### config.mk
export PLATFORM = sky130hd
export DESIGN_NAME = axis_pair_packer_flat
export DESIGN_NICKNAME = d
export VERILOG_FILES = /design/src/rtl/axis_pair_packer_if.sv /design/src/rtl/axis_pair_packer.sv /design/src/flat_wrapper.sv
export SDC_FILE = /design/constraint.sdc
export NUM_CORES = 1
export LEC_CHECK = 0
export ABC_CLOCK_PERIOD_IN_PS = 2300
export BUFFER_PORTS_ARGS = -buffer_cell sky130_fd_sc_hd__buf_4
export CAP_MARGIN = 20
export CORE_ASPECT_RATIO = 0.8
export CORE_UTILIZATION = 55
export DETAILED_ROUTE_END_ITERATION = 16
export PLACE_DENSITY = 0.79
export SYNTH_ARGS = -nofsm -noshare
export SYNTH_HDL_FRONTEND = slang
export SYNTH_SLANG_ARGS = --single-unit
### constraint.sdc
create_clock -name clk_i -period 2.3 [get_ports clk_i]
set_clock_uncertainty 0.1 [all_clocks]
set_input_delay 0.115 -clock clk_i [delete_from_list [all_inputs] [get_ports clk_i]]
set_output_delay 0.115 -clock clk_i [all_outputs]
set_load 0.005 [all_outputs]
### src/rtl/axis_pair_packer_if.sv
// Stream bundle around the even/odd pair packer: sample input side and pair output side.
// The master modport is the packer's view and the slave modport is the surrounding environment's view.
interface axis_pair_packer_if #(
    parameter int unsigned DataWidth = 16
);
    logic [DataWidth-1:0]   s_data_i;
    logic                   s_valid_i;
    logic                   s_last_i;
    logic                   s_ready_o;

    logic [2*DataWidth-1:0] m_data_o;
    logic                   m_valid_o;
    logic                   m_last_o;
    logic                   m_pad_o;
    logic                   m_ready_i;

    modport master (
        input  s_data_i,
        input  s_valid_i,
        input  s_last_i,
        output s_ready_o,
        output m_data_o,
        output m_valid_o,
        output m_last_o,
        output m_pad_o,
        input  m_ready_i
    );

    modport slave (
        output s_data_i,
        output s_valid_i,
        output s_last_i,
        input  s_ready_o,
        input  m_data_o,
        input  m_valid_o,
        input  m_last_o,
        input  m_pad_o,
        output m_ready_i
    );
endinterface

### src/rtl/axis_pair_packer.sv
// Packs a line of samples into {odd, even} pairs for the lifting DWT, with whole-sample
// symmetric extension on odd-length lines. Output register is a single AXI-stream stage.
module axis_pair_packer #(
    parameter int unsigned DataWidth = 16
) (
    input  logic                   clk_i,
    input  logic                   rst_ni,
    axis_pair_packer_if.master     bus
);
    localparam logic [0:0] EMPTY     = 1'b0;
    localparam logic [0:0] HAVE_EVEN = 1'b1;

    logic [0:0]             state_q;
    logic [DataWidth-1:0]   even_q;
    logic [DataWidth-1:0]   prev_odd_q;
    logic                   first_q;

    logic [2*DataWidth-1:0] m_data_q;
    logic                   m_valid_q;
    logic                   m_last_q;
    logic                   m_pad_q;

    logic                   out_free;
    logic                   accept;
    logic                   load;
    logic [DataWidth-1:0]   ext_odd;

    // Ready depends only on the output stage, never on the input handshake.
    always_comb begin
        out_free = !m_valid_q || bus.m_ready_i;
        accept   = bus.s_valid_i && out_free;
        load     = accept && ((state_q == HAVE_EVEN) || bus.s_last_i);
        ext_odd  = first_q ? bus.s_data_i : prev_odd_q;
    end

    assign bus.s_ready_o = out_free;
    assign bus.m_data_o  = m_data_q;
    assign bus.m_valid_o = m_valid_q;
    assign bus.m_last_o  = m_last_q;
    assign bus.m_pad_o   = m_pad_q;

    always_ff @(posedge clk_i or negedge rst_ni) begin
        if (!rst_ni) begin
            state_q    <= EMPTY;
            even_q     <= '0;
            prev_odd_q <= '0;
            first_q    <= 1'b1;
            m_data_q   <= '0;
            m_valid_q  <= 1'b0;
            m_last_q   <= 1'b0;
            m_pad_q    <= 1'b0;
        end else begin
            if (!load && bus.m_ready_i) begin
                m_valid_q <= 1'b0;
            end
            if (accept) begin
                case (state_q)
                    EMPTY: begin
                        if (!bus.s_last_i) begin
                            even_q  <= bus.s_data_i;
                            state_q <= HAVE_EVEN;
                        end else begin
                            // Odd-length line: mirror x[N-2] (or x[0] for N=1) into the odd half.
                            m_data_q  <= {ext_odd, bus.s_data_i};
                            m_last_q  <= 1'b1;
                            m_pad_q   <= 1'b1;
                            m_valid_q <= 1'b1;
                            first_q   <= 1'b1;
                        end
                    end
                    HAVE_EVEN: begin
                        m_data_q   <= {bus.s_data_i, even_q};
                        m_last_q   <= bus.s_last_i;
                        m_pad_q    <= 1'b0;
                        m_valid_q  <= 1'b1;
                        prev_odd_q <= bus.s_data_i;
                        first_q    <= bus.s_last_i;
                        state_q    <= EMPTY;
                    end
                    default: state_q <= EMPTY;
                endcase
            end
        end
    end
endmodule

### src/flat_wrapper.sv
// flat-port wrapper written by rule: the top's interface ports become plain ports
module axis_pair_packer_flat 
#(
    parameter int unsigned DataWidth = 16
)
  (clk_i, rst_ni, bus_s_data_i, bus_s_valid_i, bus_s_last_i, bus_s_ready_o, bus_m_data_o, bus_m_valid_o, bus_m_last_o, bus_m_pad_o, bus_m_ready_i);
  axis_pair_packer_if #(.DataWidth(DataWidth)) bus_i ();
  input  logic clk_i;
  input  logic rst_ni;
  input wire logic [$bits(bus_i.s_data_i)-1:0] bus_s_data_i;
  input wire logic [$bits(bus_i.s_valid_i)-1:0] bus_s_valid_i;
  input wire logic [$bits(bus_i.s_last_i)-1:0] bus_s_last_i;
  output wire logic [$bits(bus_i.s_ready_o)-1:0] bus_s_ready_o;
  output wire logic [$bits(bus_i.m_data_o)-1:0] bus_m_data_o;
  output wire logic [$bits(bus_i.m_valid_o)-1:0] bus_m_valid_o;
  output wire logic [$bits(bus_i.m_last_o)-1:0] bus_m_last_o;
  output wire logic [$bits(bus_i.m_pad_o)-1:0] bus_m_pad_o;
  input wire logic [$bits(bus_i.m_ready_i)-1:0] bus_m_ready_i;
  assign bus_i.s_data_i = bus_s_data_i;
  assign bus_i.s_valid_i = bus_s_valid_i;
  assign bus_i.s_last_i = bus_s_last_i;
  assign bus_s_ready_o = bus_i.s_ready_o;
  assign bus_m_data_o = bus_i.m_data_o;
  assign bus_m_valid_o = bus_i.m_valid_o;
  assign bus_m_last_o = bus_i.m_last_o;
  assign bus_m_pad_o = bus_i.m_pad_o;
  assign bus_i.m_ready_i = bus_m_ready_i;
  axis_pair_packer #(.DataWidth(DataWidth)) u_core (.clk_i(clk_i), .rst_ni(rst_ni), .bus(bus_i));
endmodule
==> metrics.md <==
| Metric | Value |
|---|---|
| Data required, critical path | 2420 ps |
| Status | completed |
| Nets | 287 |
| Number of max-cap violations | 0 |
| Total track usage | 20.60% |
| Final HPWL DP | 3.273 mm |
| Clk slew on worst S/H paths | 70 ps |
| Hold_sp | bus_s_valid_i |
| Commonest non-fill, non-tap cell in the layout | mux2_2 |
| Critical path endpoint category | flip-flop |
| Unrepaired setup endpoints after global routing | false |
| Ys Warns | 0 |
| Critical path launch point type | flip-flop |
| FF-to-FF path depth | 3 |
| Number of synthesized register bits | 69 |
| Site Rows | 23 |
| Final Max Slew Viols | 0 |
| Worst-margin pin slew | 858.0 ps |
| NetSw | 1.086 mW |
| Hold_ws | 28.04 ps |
| First drt pass iteration count | 4 |
| Iter 0 DRT Violations | 50 |
| HP Class | in -> reg |
| Synth Net Count | 208 |
| Drt via density | 5.363 |
| First-pass GRT wire length | 8.645 mm |
| Pwr dens | 1084 nW/um^2 |
| Final period utilization | 82.40% |
| Post-synth top area share | 56.01% |
| Hold Path Cell Cnt | 3 |
| Total number of vias | 1786 |
| CTS Sinks | 69 |
| DR WL/cell | 16.09 um |
| Area Growth Syn to Fin | 25.21% |
| Port buffer count | 56 |
| Switch share | 26.33% |
| Total negative slack | 0 ps |
| Clock power share | 21.0% |
| Grt ovf | 0 |
| CP Buf/Inv Count | 0 |
| Reg2reg start | u_core.state_q$_DFFE_PN0P_ |
| Core Box Area | 5151 um^2 |
| Syn Inst Count | 187 |
| Seq pwr share | 47.1% |
| CTS Root Cell | clkbuf_8 |
| Rel. slew slack | 42.80% |
| Final min period | 1895 ps |
| Die Area | 5827 um^2 |
| Worst-Skew Late Latency | 340 ps |
| Initial antenna violation count | 0 |
| Leak Pwr | 1.702 nW |
| Via count of the first global-routing pass | 1784 |
| Global placer's final weighted congestion | 0.6521 |
| Die X | 85.09 um |
| DRC Markers | 0 |
| Top Ports | 57 |
| Main area contributors after synthesis | dfrtp_1 (56%), mux2_2 (35%), clkbuf_8 (2.3%) |
| Synth cell types | 18 |
| R2R Path End | u_core.bus.m_data_o[19]$_DFFE_PN0P_ |
| ANT nets after route | 0 |
| Most frequent cells in the layout | mux2_2 (95), dfrtp_1 (68), buf_4 (59) |
| Hold EP | u_core.bus.m_pad_o$_DFFE_PN0P_ |
| Crit path DAT | 2020 ps |
| Max clock buf depth | 2 |
| CP Max Fanout | 34 |
| Delay-heaviest family, CP | simple AND/OR/NAND/NOR gates |
| CTS tree | built |
| Final setup vio count | 0 |
| Cell Area, Synth | 3038 um^2 |
| Worst vdd ir | 602.7 uV |
| Setup slack, reg-to-reg | 400 ps |
| Starting Density | 58.97% |
| Largest net degree at the start of global routing | 70 |
| Gate power share | 32.0% |
| Crit-path cells | nor2_1 -> nand3b_4 -> mux2_2 |
| Total CTS buffers | 9 |
| Final Hold Violating Endpoints | 0 |
| Sequential area share after synthesis | 56.88% |
| Share of layout cells above drive strength 1 | 63.84% |
| WL final | 5.358 mm |
| Vert. Die Dim | 68.48 um |
| Worst Path Class, Setup | reg -> reg |
| Crit-path max cell delay | 510 ps |
| Number of H-tree levels | 3 |
| Number of diodes | 0 |
| Fmax achieved | 527.6 MHz |
| Syn Area/Cell | 16.25 um^2 |
| Area leader, netlist | dfrtp_1 |
| Slowest CP cell | nand3b_4 |
| Int Power | 3.037 mW |
repair_timing:
item / 4_1_cts / 5_1_grt
buffers inserted: 0 / 0
hold buffers: 18 / 0
resized for setup: 0 / 0
hold endpoints to repair: 103 / 0
final cells by class:
cell class,instances,area (um^2)
sequential,69,1728
tap,62,77.57
clock buffer,15,166.4
fill,355,1348
timing repair buffer,77,623.1
multi-input combinational,109,1204
clock inverter,1,5.005
how the worst max path moves through the flow:
stage	slack [ps]	cells past startpoint	from	end
finish	400	3	u_core.state_q$_DFFE_PN0P_	u_core.bus.m_data_o[19]$_DFFE_PN0P_
global route	290	3	u_core.state_q$_DFFE_PN0P_	u_core.bus.m_data_o[3]$_DFFE_PN0P_
CTS	390	3	u_core.state_q$_DFFE_PN0P_	u_core.bus.m_data_o[4]$_DFFE_PN0P_
detailed placement	400	3	u_core.state_q$_DFFE_PN0P_	u_core.bus.m_data_o[19]$_DFFE_PN0P_
global placement	400	3	u_core.state_q$_DFFE_PN0P_	u_core.bus.m_data_o[17]$_DFFE_PN0P_
floorplan	660	4	u_core.state_q$_DFFE_PN0P_	u_core.bus.m_data_o[21]$_DFFE_PN0P_
cell families (layout without fill, tap and decap cells):
logic type,count (synthesis),in the layout,share of synthesized area (%)
mux,96,96,35.71
flops,69,69,56.88
buf+inv,9,93,3.501
simple gates,8,8,2.718
compound gates,5,5,1.195
metal layers:
layer	routed length [um]	global-route usage (%)	part of all wire, %	vias up
met3	251	8.565	4.7	9
met5	0	0	0	-
li1	-	-	-	835
met2	2518	32.66	47	42
met4	72	6.992	1.3	0
met1	2516	25.91	47	900
worst reg2reg max path: cells and delay by family (launching register included):
family           cells  cell delay, ps
muxes                1             410
and+or+nand+nor      2             770
DFF                  1             490
synth_stat cells:
| library cell | count |
|---|---|
| nand3b_4 | 1 |
| clkbuf_8 | 5 |
| o21a_1 | 1 |
| a22o_1 | 2 |
| buf_4 | 2 |
| nor2_2 | 1 |
| and2_2 | 1 |
| nand2b_1 | 1 |
| buf_6 | 2 |
| dfstp_2 | 1 |
| nor2_1 | 1 |
| a21oi_1 | 1 |
| nand2_1 | 1 |
| nand3_4 | 2 |
| a31oi_1 | 1 |
| mux2_4 | 1 |
| mux2_2 | 95 |
| dfrtp_1 | 68 |
sequential cells by signal (all words and copies together), names as in the netlist:
register              cells
u_core.bus.m_valid_o      1
u_core.first_q            1
u_core.even_q            16
u_core.prev_odd_q        16
u_core.bus.m_data_o      32
u_core.state_q            1
u_core.bus.m_last_o       1
u_core.bus.m_pad_o        1
power groups by stage:
| stage | logic [mW] | registers [mW] | clock network [mW] |
|---|---|---|---|
| 3_3_place_gp | 1.28 | 1.94 | 0 |
| 6_report | 1.32 | 1.94 | 0.864 |
| 2_1_floorplan | 0.749 | 1.92 | 0 |
| 3_5_place_dp | 1.31 | 1.96 | 0 |
| 5_1_grt | 1.44 | 2.00 | 0.943 |
| 4_1_cts | 1.34 | 1.94 | 0.889 |
metrics by stage:
stage               setup slack, ps  power (mW)  utilization [%]  instances  area (um^2)
CTS                           386.1       4.169            73.84        333         3804
detailed placement            398.9       3.270            67.01        299         3452
global route                  286.5       4.379            73.84        333         3804
floorplan                     655.9       2.672                -        187         3038
finish                        404.8       4.122            73.84        333         3804
global placement              399.9       3.221            67.01        299         3452
Note: power is estimated with default switching activity, not from simulation.
